===== src/rtl/lsu_mem_access_if.sv =====
// Core-side request/response channel and data-memory bus channel of the load/store unit.
// Core side: master = EX stage, slave = LSU. Bus side: master = LSU, slave = memory.
interface lsu_req_if;
  logic        req_valid;
  logic        req_ready;
  logic [3:0]  mem_w;
  logic [31:0] addr;
  logic [31:0] wdata;
  logic        resp_valid;
  logic [31:0] resp_rdata;
  logic        resp_err;

  modport master (
    output req_valid, mem_w, addr, wdata,
    input  req_ready, resp_valid, resp_rdata, resp_err
  );
  modport slave (
    input  req_valid, mem_w, addr, wdata,
    output req_ready, resp_valid, resp_rdata, resp_err
  );
endinterface

interface lsu_bus_if;
  logic        bus_req;
  logic        bus_we;
  logic [31:0] bus_addr;
  logic [3:0]  bus_be;
  logic [31:0] bus_wdata;
  logic        bus_gnt;
  logic        bus_rvalid;
  logic [31:0] bus_rdata;

  modport master (
    output bus_req, bus_we, bus_addr, bus_be, bus_wdata,
    input  bus_gnt, bus_rvalid, bus_rdata
  );
  modport slave (
    input  bus_req, bus_we, bus_addr, bus_be, bus_wdata,
    output bus_gnt, bus_rvalid, bus_rdata
  );
endinterface


===== src/rtl/lsu_mem_access.sv =====
// Load/store unit: one sub-word access at a time between EX and the data bus, with lane
// steering for stores, sign/zero extension for loads, and misalign/illegal/timeout errors.
module lsu_mem_access #(
  parameter int unsigned TIMEOUT = 255
) (
  input  logic      clk,
  input  logic      rst_n,
  lsu_req_if.slave  req,
  lsu_bus_if.master bus
);

  localparam int unsigned CNT_W = (TIMEOUT < 2) ? 1 : $clog2(TIMEOUT + 1);
  localparam logic [CNT_W-1:0] CNT_MAX = CNT_W'(TIMEOUT);

  localparam logic [1:0] S_IDLE = 2'd0;
  localparam logic [1:0] S_REQ  = 2'd1;
  localparam logic [1:0] S_WAIT = 2'd2;
  localparam logic [1:0] S_RESP = 2'd3;

  logic [1:0]       state_q, state_d;
  logic [CNT_W-1:0] cnt_q,   cnt_d;
  logic             err_q,   err_d;
  logic [2:0]       f3_q,    f3_d;
  logic             we_q,    we_d;
  logic [31:0]      addr_q,  addr_d;
  logic [31:0]      wdata_q, wdata_d;
  logic [31:0]      rdata_q, rdata_d;
  logic             in_req;

  function automatic logic req_illegal(input logic [2:0] f3, input logic we,
                                       input logic [1:0] off);
    logic bad_code;
    logic misal;
    bad_code = we ? (f3 > 3'd2) : (f3 == 3'd3 || f3 == 3'd6 || f3 == 3'd7);
    misal    = (f3[1:0] == 2'd1 && off[0]) || (f3[1:0] == 2'd2 && off != 2'd0);
    return bad_code | misal;
  endfunction

  function automatic logic [3:0] lane_be(input logic [2:0] f3, input logic we,
                                         input logic [1:0] off);
    if (!we) return 4'hF;
    case (f3[1:0])
      2'd0:    return 4'b0001 << off;
      2'd1:    return 4'b0011 << off;
      default: return 4'b1111;
    endcase
  endfunction

  function automatic logic [31:0] lane_wdata(input logic [2:0] f3, input logic [31:0] wd);
    case (f3[1:0])
      2'd0:    return {4{wd[7:0]}};
      2'd1:    return {2{wd[15:0]}};
      default: return wd;
    endcase
  endfunction

  function automatic logic [31:0] load_extract(input logic [2:0] f3, input logic [1:0] off,
                                               input logic [31:0] w);
    logic        [31:0] sh;
    logic signed [7:0]  b;
    logic signed [15:0] h;
    logic signed [31:0] r;
    sh = w >> {off, 3'b000};
    b  = sh[7:0];
    h  = sh[15:0];
    case (f3)
      3'd0:    r = b;
      3'd1:    r = h;
      3'd4:    r = {24'd0, sh[7:0]};
      3'd5:    r = {16'd0, sh[15:0]};
      default: r = w;
    endcase
    return r;
  endfunction

  always_comb begin
    state_d = state_q;
    cnt_d   = cnt_q;
    err_d   = err_q;
    f3_d    = f3_q;
    we_d    = we_q;
    addr_d  = addr_q;
    wdata_d = wdata_q;
    rdata_d = rdata_q;
    case (state_q)
      S_IDLE: begin
        if (req.req_valid) begin
          f3_d    = req.mem_w[3:1];
          we_d    = req.mem_w[0];
          addr_d  = req.addr;
          wdata_d = req.wdata;
          rdata_d = '0;
          cnt_d   = '0;
          err_d   = req_illegal(req.mem_w[3:1], req.mem_w[0], req.addr[1:0]);
          state_d = err_d ? S_RESP : S_REQ;
        end
      end
      S_REQ: begin
        if (cnt_q == CNT_MAX) begin
          err_d   = 1'b1;
          rdata_d = '0;
          state_d = S_RESP;
        end else begin
          cnt_d = cnt_q + CNT_W'(1);
          // Same-cycle rvalid is never valid read data here, so only gnt matters.
          if (bus.bus_gnt) state_d = we_q ? S_RESP : S_WAIT;
        end
      end
      S_WAIT: begin
        if (cnt_q == CNT_MAX) begin
          err_d   = 1'b1;
          rdata_d = '0;
          state_d = S_RESP;
        end else begin
          cnt_d = cnt_q + CNT_W'(1);
          if (bus.bus_rvalid) begin
            rdata_d = load_extract(f3_q, addr_q[1:0], bus.bus_rdata);
            state_d = S_RESP;
          end
        end
      end
      default: state_d = S_IDLE;
    endcase
  end

  always_ff @(posedge clk) begin
    if (!rst_n) begin
      state_q <= S_IDLE;
      cnt_q   <= '0;
      err_q   <= 1'b0;
    end else begin
      state_q <= state_d;
      cnt_q   <= cnt_d;
      err_q   <= err_d;
    end
  end

  // Request payload and load result carry no reset; outputs are gated by state.
  always_ff @(posedge clk) begin
    f3_q    <= f3_d;
    we_q    <= we_d;
    addr_q  <= addr_d;
    wdata_q <= wdata_d;
    rdata_q <= rdata_d;
  end

  assign in_req         = (state_q == S_REQ);
  assign req.req_ready  = (state_q == S_IDLE);
  assign req.resp_valid = (state_q == S_RESP);
  assign req.resp_err   = (state_q == S_RESP) & err_q;
  assign req.resp_rdata = (state_q == S_RESP) ? rdata_q : '0;

  assign bus.bus_req   = in_req;
  assign bus.bus_we    = in_req & we_q;
  assign bus.bus_addr  = in_req ? {addr_q[31:2], 2'b00} : '0;
  assign bus.bus_be    = in_req ? lane_be(f3_q, we_q, addr_q[1:0]) : '0;
  assign bus.bus_wdata = (in_req && we_q) ? lane_wdata(f3_q, wdata_q) : '0;

endmodule

===== src/flat_wrapper.sv =====
// flat-port wrapper written by rule: the top's interface ports become plain ports
module lsu_mem_access_flat 
#(
  parameter int unsigned TIMEOUT = 255
)
  (clk, rst_n, req_req_valid, req_mem_w, req_addr, req_wdata, req_req_ready, req_resp_valid, req_resp_rdata, req_resp_err, bus_bus_req, bus_bus_we, bus_bus_addr, bus_bus_be, bus_bus_wdata, bus_bus_gnt, bus_bus_rvalid, bus_bus_rdata);
  lsu_req_if req_i ();
  lsu_bus_if bus_i ();
  input  logic clk;
  input  logic rst_n;
  input wire logic [$bits(req_i.req_valid)-1:0] req_req_valid;
  input wire logic [$bits(req_i.mem_w)-1:0] req_mem_w;
  input wire logic [$bits(req_i.addr)-1:0] req_addr;
  input wire logic [$bits(req_i.wdata)-1:0] req_wdata;
  output wire logic [$bits(req_i.req_ready)-1:0] req_req_ready;
  output wire logic [$bits(req_i.resp_valid)-1:0] req_resp_valid;
  output wire logic [$bits(req_i.resp_rdata)-1:0] req_resp_rdata;
  output wire logic [$bits(req_i.resp_err)-1:0] req_resp_err;
  output wire logic [$bits(bus_i.bus_req)-1:0] bus_bus_req;
  output wire logic [$bits(bus_i.bus_we)-1:0] bus_bus_we;
  output wire logic [$bits(bus_i.bus_addr)-1:0] bus_bus_addr;
  output wire logic [$bits(bus_i.bus_be)-1:0] bus_bus_be;
  output wire logic [$bits(bus_i.bus_wdata)-1:0] bus_bus_wdata;
  input wire logic [$bits(bus_i.bus_gnt)-1:0] bus_bus_gnt;
  input wire logic [$bits(bus_i.bus_rvalid)-1:0] bus_bus_rvalid;
  input wire logic [$bits(bus_i.bus_rdata)-1:0] bus_bus_rdata;
  assign req_i.req_valid = req_req_valid;
  assign req_i.mem_w = req_mem_w;
  assign req_i.addr = req_addr;
  assign req_i.wdata = req_wdata;
  assign req_req_ready = req_i.req_ready;
  assign req_resp_valid = req_i.resp_valid;
  assign req_resp_rdata = req_i.resp_rdata;
  assign req_resp_err = req_i.resp_err;
  assign bus_bus_req = bus_i.bus_req;
  assign bus_bus_we = bus_i.bus_we;
  assign bus_bus_addr = bus_i.bus_addr;
  assign bus_bus_be = bus_i.bus_be;
  assign bus_bus_wdata = bus_i.bus_wdata;
  assign bus_i.bus_gnt = bus_bus_gnt;
  assign bus_i.bus_rvalid = bus_bus_rvalid;
  assign bus_i.bus_rdata = bus_bus_rdata;
  lsu_mem_access #(.TIMEOUT(TIMEOUT)) u_core (.clk(clk), .rst_n(rst_n), .req(req_i), .bus(bus_i));
endmodule

===== config.mk =====
export PLATFORM = sky130hd
export DESIGN_NAME = lsu_mem_access_flat
export DESIGN_NICKNAME = d
export VERILOG_FILES = /design/src/rtl/lsu_mem_access_if.sv /design/src/rtl/lsu_mem_access.sv /design/src/flat_wrapper.sv
export SDC_FILE = /design/constraint.sdc
export NUM_CORES = 1
export LEC_CHECK = 0
export CAP_MARGIN = 20
export CORE_ASPECT_RATIO = 1.2
export CORE_MARGIN = 8
export CORE_UTILIZATION = 45
export DETAILED_ROUTE_END_ITERATION = 8
export GPL_TIMING_DRIVEN = 0
export PLACE_DENSITY = 0.88
export SKIP_CTS_REPAIR_TIMING = 1
export SYNTH_ARGS = -nofsm -noshare
export SYNTH_HDL_FRONTEND = slang
export SYNTH_SLANG_ARGS = --single-unit

===== constraint.sdc =====
create_clock -name clk -period 5.1 [get_ports clk]
set_clock_uncertainty 0.05 [all_clocks]
set_input_delay 1.275 -clock clk [delete_from_list [all_inputs] [get_ports clk]]
set_output_delay 1.275 -clock clk [all_outputs]
set_load 0.03 [all_outputs]

==> insert_results.sql, run 1 <==
INSERT INTO impl_metrics (metric_group, metric, value, unit) VALUES
('finish', 'fin_cells', '883', ''),
('sta', 'fmaxAchievable', '231', 'MHz'),
('placed_design', 'detailed_place_hpwl', '13800', 'µm'),
('power', 'power.internal', '2.34', 'mW'),
('setup_path', 'worst-endpoint-arrival', '3000', 'ps'),
('die', 'core_area', '12100', 'µm²'),
('flow_run', 'drv_cap', '0', ''),
('finish', 'antenna-diode-count', '0', ''),
('setup_path', 'worstPathCellList', 'ha_1 -> clkbuf_1 -> nand2_1 -> clkbuf_1 -> nor2_1 -> clkdlybuf4s50_1', ''),
('sta', 'finalSetupTns', '0', 'ps'),
('global_routing', 'gr-total-overflow', '0', ''),
('sta', 'total_of_endpoints_with_negative_setup_slack_in_the_final_report', '0', ''),
('die', 'die_width', '118', 'µm'),
('setup_path', 'worstSetupPathType', 'flip-flop to output port', ''),
('setup_path', 'critical-path-max-stage-delay', '710', 'ps'),
('min_path', 'hp-class', 'flip-flop to flip-flop', ''),
('die', 'fp.dieArea', '16300', 'µm²'),
('setup_path', 'critPathCaptureType', 'output port', ''),
('cts', 'tritoncts.num_buffers', '9', ''),
('finish', 'ff_latch_area', '3220', 'µm²'),
('synthesis', 'yosysSeqAreaShare', '0.575', ''),
('routing', 'drc', '0', ''),
('setup_path', 'critical_path_required', '3770', 'ps'),
('sta', 'report.final.slew_viol_count', '0', ''),
('sta', 'hold-worst-slack', '455', 'ps'),
('power', 'pwr_density_cell', '463', 'nW/µm²'),
('routing', 'postRouteAntennaNets', '0', ''),
('finish', 'post_route_cells_drive_above_1_share', '0.0540', ''),
('cts', 'clockBufferDepth', '2', ''),
('global_routing', 'maximum_number_of_pins_on_one_net_before_global_route_repair', '70', ''),
('routing', 'detail_route.first_pass.iterations', '5', ''),
('global_routing', 'grt_antenna_before_repair', '0', ''),
('finish', 'final.fill_count', '893', ''),
('finish', 'finalNetCount', '828', ''),
('setup_path', 'critPathLaunch', 'u_core.state_q[0]', ''),
('setup_path', 'path_common_cell', 'clkbuf_1', ''),
('synthesis', 'post_synth_main_area_contributors', 'edfxtp_1, and2_1, mux2i_1, dfxtp_1, nor2_1', ''),
('synthesis', 'synthFlopType', 'edfxtp_1', ''),
('global_routing', 'grt_use_total', '0.213', ''),
('routing', 'drtIter0Drc', '309', ''),
('synthesis', 'synth_edf_count', '100', ''),
('power', 'clkPwrFrac', '0.175', ''),
('setup_path', 'path_max_fanout', '10', ''),
('power', 'pwr-share-seq', '0.378', ''),
('placed_design', 'port_buffers', '207', ''),
('setup_path', 'critical-path-top-delay-family', 'buffers and inverters', ''),
('sta', 'final_min_period_over_clock_period', '0.848', ''),
('power', 'p_sw_frac', '0.383', ''),
('power', 'peakVddDrop', '0.000269', 'V'),
('status', 'status', 'finished clean', ''),
('power', 'leakage', '2.99', 'nW'),
('cts', 'ctsHtreeMaxLevel', '3', ''),
('die', 'floorplan.die.height', '138', 'µm'),
('sta', 'timing.final.crit_period', '4330', 'ps'),
('synthesis', 'ys_async_sr_fraction', '0', ''),
('routing', 'drt_wl_total', '17800', 'µm'),
('power', 'power_frac_comb', '0.446', ''),
('synthesis', 'ys.warnings.count', '0', ''),
('finish', 'area_taken_by_multi_input_logic_gates', '2190', 'µm²'),
('synthesis', 'synthesis.instances', '496', ''),
('synthesis', 'post-synth-top-area-fraction', '0.536', ''),
('routing', 'num_vias', '4770', ''),
('sta', 'worst_slew_margin_rel', '0.405', ''),
('setup_path', 'timing.critical_path.from_type', 'flip-flop', ''),
('placed_design', 'place.detailed.instances', '867', ''),
('cts', 'clkLatencyLatePin', '340', 'ps'),
('synthesis', 'ys_seq_elements', '111', ''),
('setup_path', 'worstPathBufferInverterCount', '3', ''),
('die', 'start_util', '0.463', ''),
('global_routing', 'vias_in_the_first_global_route', '5009', ''),
('synthesis', 'netlist.top_cell.by_area', 'edfxtp_1', '');
==> layout make-up <==
type                            count  share of cell area
Inverter                            9             0.00413
Clock buffer                       14              0.0310
Multi-Input combinational cell    342               0.267
Tap cell                          161              0.0246
Sequential cell                   111               0.394
Buffer                             35              0.0208
Clock inverter                      2             0.00214
Timing Repair Buffer              209               0.256
==> cell families (layout without fill, tap and decap cells) <==
logic type                 count (synthesis)  after routing  share of synthesized area
xor gates and xnor gates                   2              2                    0.00313
DFF                                      111            111                      0.575
adders and majority gates                  6              6                     0.0134
AOI/OAI and AO/OA                         94             94                      0.112
buffers and inverters                     44            269                     0.0364
muxes                                     39             39                     0.0744
and+or+nand+nor                          199            199                      0.184
other                                      1              2                   0.000669
==> power by group through the flow <==
stage / Combinational (mW) / Sequential, mW / Clock (mW)
6_report: 1.69 / 1.43 / 0.663
5_1_grt: 1.81 / 1.46 / 0.700
4_1_cts: 1.70 / 1.43 / 0.668
3_5_place_dp: 1.69 / 1.45 / 0
3_3_place_gp: 1.62 / 1.47 / 0
2_1_floorplan: 1.01 / 1.44 / 0
==> cell usage in the layout (no fill, tap or decap), types with 9 or more instances in the layout <==
cell | Yosys | routed
nor2b_1 | 10 | 10
o21ai_0 | 14 | 14
inv_1 | 9 | 9
and2_1 | 66 | 65
clkdlybuf4s50_1 | 0 | 207
a21oi_1 | 29 | 29
dfxtp_1 | 11 | 11
clkbuf_16 | 0 | 9
nor2_1 | 45 | 45
clkbuf_1 | 22 | 26
nand2_1 | 39 | 39
edfxtp_1 | 100 | 100
a21oi_2 | 9 | 9
mux2i_1 | 36 | 36
==> cell usage after synthesis (all sizes together) (2+ instances only) <==
cell,count
xor2,2
o31ai,3
a2bb2oi,7
a21boi,3
a21oi,39
or2,2
a211oi,5
and3,8
o22ai,7
ha,6
nand2b,3
a22o,4
o21ai,15
inv,9
nor3,5
nor2b,10
o211ai,2
a221oi,4
mux2i,36
nand3,5
and2,66
or4,4
clkbuf,22
nand3b,4
nand4,4
edfxtp,100
nand2,39
buf,13
or3,3
nor2,45
dfxtp,11
mux4,2
==> worst paths after layout <==
path,endpoint,slack [ps],cells past startpoint
hold / removal,u_core.cnt_q[5],450,2
setup reg to reg,u_core.rdata_q[25],2680,6
setup / recovery,bus_bus_wdata[27],770,6
hold reg to reg,u_core.cnt_q[5],450,2
==> sequential cells by signal (all words and copies together), names as in the netlist <==
signal	flops
u_core.wdata_q	32
u_core.we_q	1
u_core.f3_q	3
u_core.rdata_q	32
u_core.state_q	2
u_core.addr_q	32
u_core.err_q	1
u_core.cnt_q	8
==> through the flow <==
stage          cell area (µm²)  total power [mW]  setup WS, ps  utilization
3_3_place_gp              7880              3.09          -132        0.651
6_report                  8180              3.78           774        0.676
4_1_cts                   8180              3.80           712        0.676
5_1_grt                   8180              3.97           543        0.676
2_1_floorplan             5610              2.45           886            -
3_5_place_dp              7910              3.14          1080        0.653
==> layer usage <==
metal,GRT usage,part of all wire,up-vias
met4,0.102,0.033,0
met5,0,0,-
met3,0.0994,0.12,37
met2,0.357,0.48,270
li1,-,-,2226
met1,0.223,0.37,2237
==> tightest hold or removal path, cell delays in order, from the launching register on <==
cell,delay [ps]
dfxtp_1,330
o31ai_1,70
a21oi_1,60
Note: power is estimated with default switching activity, not from simulation.
==> run 2: changes to the inputs <==
==> constraint.sdc (replaced) <==
create_clock -name clk -period 4.5 [get_ports clk]
set_clock_uncertainty 0.05 [all_clocks]
set_input_delay 1.125 -clock clk [delete_from_list [all_inputs] [get_ports clk]]
set_output_delay 1.125 -clock clk [all_outputs]
set_load 0.03 [all_outputs]
==> results of run 2 <==
The final DEF is identical to that of run 1. Status: finished clean.
Among the figures that moved: setup slack after placement 1080 ps -> 626 ps; setup slack after layout 774 ps -> 324 ps; register-to-register setup slack 2680 ps -> 2080 ps; total power 3.78 mW -> 4.29 mW; worst IR drop on VDD 0.000269 V -> 0.000305 V
==> run 3: changes to the inputs <==
--- a/config.mk
+++ b/config.mk
@@ -6,7 +6,7 @@
 export NUM_CORES = 1
 export LEC_CHECK = 0
 export CAP_MARGIN = 20
-export CORE_ASPECT_RATIO = 1.2
+export CORE_ASPECT_RATIO = 0.6
 export CORE_MARGIN = 8
 export CORE_UTILIZATION = 45
 export DETAILED_ROUTE_END_ITERATION = 8
==> insert_results.sql, run 3 (synthesis results as in run 1) <==
INSERT INTO impl_metrics (metric_group, metric, value, unit) VALUES
('status', 'status', 'finished clean', ''),
('setup_path', 'path_max_fanout', '10', ''),
('finish', 'antenna-diode-count', '0', ''),
('cts', 'cts_tree', 'done', ''),
('setup_path', 'critPathCaptureType', 'output port', ''),
('routing', 'via_per_inst', '5.41', ''),
('sta', 'final_min_period_over_clock_period', '0.911', ''),
('placed_design', 'place.detailed.instances', '871', ''),
('sta', 'max_slew.worst_pin.slew', '931', 'ps'),
('finish', 'final.fill_count', '911', ''),
('sta', 'finalWorstSetupSlack', '401', 'ps'),
('sta', 'report.final.slew_viol_count', '0', ''),
('setup_path', 'timing.critical_path.from_type', 'flip-flop', ''),
('global_routing', 'grt_use_total', '0.216', ''),
('cts', 'clockBufferDepth', '2', ''),
('sta', 'worst_slew_margin_rel', '0.379', ''),
('die', 'start_util', '0.463', ''),
('cts', 'clk_pin_slew', '80', 'ps'),
('global_routing', 'vias_in_the_first_global_route', '5007', ''),
('die', 'floorplan.die.height', '102', 'µm'),
('setup_path', 'timing.critical_path.slowest_stage_cell', 'clkdlybuf4s50_1', ''),
('cts', 'clkLatencyLatePin', '350', 'ps'),
('power', 'pwr_density_cell', '534', 'nW/µm²'),
('die', 'ios', '210', ''),
('setup_path', 'worst-r2r-setup-slack', '2090', 'ps'),
('routing', 'drtIter0Drc', '378', ''),
('setup_path', 'worstPathCellList', 'clkbuf_1 -> buf_1 -> mux2i_1 -> nor2_1 -> clkdlybuf4s50_1', ''),
('routing', 'drc', '0', ''),
('global_routing', 'global_route_wire_length_before_repair', '27500', 'µm'),
('placed_design', 'port_buffers', '207', ''),
('finish', 'final_util', '0.679', ''),
('setup_path', 'worst-endpoint-arrival', '2920', 'ps'),
('flow_run', 'drv_cap', '0', ''),
('routing', 'detail_route.first_pass.iterations', '5', ''),
('cts', 'tritoncts.num_buffers', '9', ''),
('placed_design', 'detailed_place_hpwl', '14300', 'µm'),
('sta', 'finalSetupTns', '0', 'ps'),
('cts', 'ctsHtreeMaxLevel', '3', ''),
('min_path', 'hp-class', 'flip-flop to flip-flop', ''),
('cts', 'root_buffer', 'clkbuf_16', ''),
('routing', 'drt_wl_total', '18100', 'µm'),
('sta', 'total_of_endpoints_with_negative_setup_slack_in_the_final_report', '0', ''),
('global_routing', 'grt_antenna_before_repair', '0', ''),
('routing', 'wl_per_cell', '20.4', 'µm'),
('global_routing', 'gr-total-overflow', '0', ''),
('die', 'fp.dieArea', '16400', 'µm²'),
('setup_path', 'critical-path-top-delay-family', 'buffers and inverters', ''),
('die', 'die_width', '160', 'µm'),
('placed_design', 'routabilityCongestion', '0.924', ''),
('setup_path', 'critical_path_required', '3320', 'ps'),
('sta', 'fmaxAchievable', '244', 'MHz'),
('finish', 'post_route_cells_drive_above_1_share', '0.0609', ''),
('die', 'core_area', '12100', 'µm²'),
('finish', 'finalNetCount', '828', ''),
('sta', 'final_hold_viol_count', '0', ''),
('setup_path', 'worstPathBufferInverterCount', '3', ''),
('routing', 'postRouteAntennaNets', '0', ''),
('setup_path', 'worstSetupPathType', 'flip-flop to output port', ''),
('routing', 'num_vias', '4803', ''),
('power', 'leakage', '3.01', 'nW'),
('finish', 'most_frequent_standard_cell_in_the_layout_excluding_fill_and_tap_cells', 'clkdlybuf4s50_1', ''),
('setup_path', 'critical-path-max-stage-delay', '710', 'ps'),
('cts', 'tritoncts_num_sinks', '111', ''),
('placed_design', 'post-place-ws', '517', 'ps'),
('power', 'power', '4.39', 'mW'),
('sta', 'timing.final.crit_period', '4100', 'ps'),
('finish', 'fin_cells', '887', ''),
('sta', 'rsz0062_at_grt', 'no', ''),
('finish', 'reg.largest.list', 'u_core.addr_q: 32 flops, u_core.rdata_q: 32 flops, u_core.wdata_q: 32 flops', ''),
('global_routing', 'maximum_number_of_pins_on_one_net_before_global_route_repair', '70', ''),
('finish', 'most-common-layout-cells', 'clkdlybuf4s50_1, edfxtp_1, and2_1', ''),
('power', 'peakVddDrop', '0.000254', 'V'),
('finish', 'layout-area-overhead-vs-synth', '46.7', '%'),
('die', 'fp-row-count', '31', '');
[run 3: cell type report]
cell class,instances,area [µm²],share of cell area
buffer,35,171,0.0208
clock buffer,9,225,0.0274
clock inverter,7,80.1,0.00974
inverter,9,33.8,0.00411
multi-input combinational,342,2190,0.266
sequential,111,3220,0.392
tap,165,206,0.0251
timing repair buffer,209,2090,0.255
[run 3: final timing paths]
kind                                            to  cells after the start            start
worst max-delay path             bus_bus_wdata[23]                      5   u_core.f3_q[1]
worst min-delay path               u_core.cnt_q[6]                      2  u_core.cnt_q[6]
worst max register to register  u_core.rdata_q[11]                      5  u_core.cnt_q[3]
worst min register to register     u_core.cnt_q[6]                      2  u_core.cnt_q[6]
[run 3: layer usage]
layer | vias up | GRT usage | routed length (µm)
met3 | 25 | 0.0937 | 2220
met4 | 0 | 0.0664 | 289
met2 | 276 | 0.347 | 8360
met5 | - | 0 | 0
li1 | 2227 | - | -
met1 | 2275 | 0.262 | 7260
[run 3: through the flow]
stage | hold slack, ps | area (µm²)
5_1_grt | 491 | 8220
6_report | 465 | 8220
3_3_place_gp | 418 | 7890
4_1_cts | 473 | 8220
2_1_floorplan | 408 | 5610
3_5_place_dp | 455 | 7920
[run 3: worst reg2reg max path, delay by kind of cell (launching register included)]
kind            cells  cell delay (ps)
compound gates      1              120
simple gates        3             1240
flops               1              430
buf+inv             1              260
[run 3: report_power, final]
group	internal (mW)	leakage, nW	total (mW)	switching (mW)
Sequential	1.53	1.06	1.63	0.104
Clock	0.441	0.148	0.828	0.387
Combinational	0.725	1.80	1.93	1.20
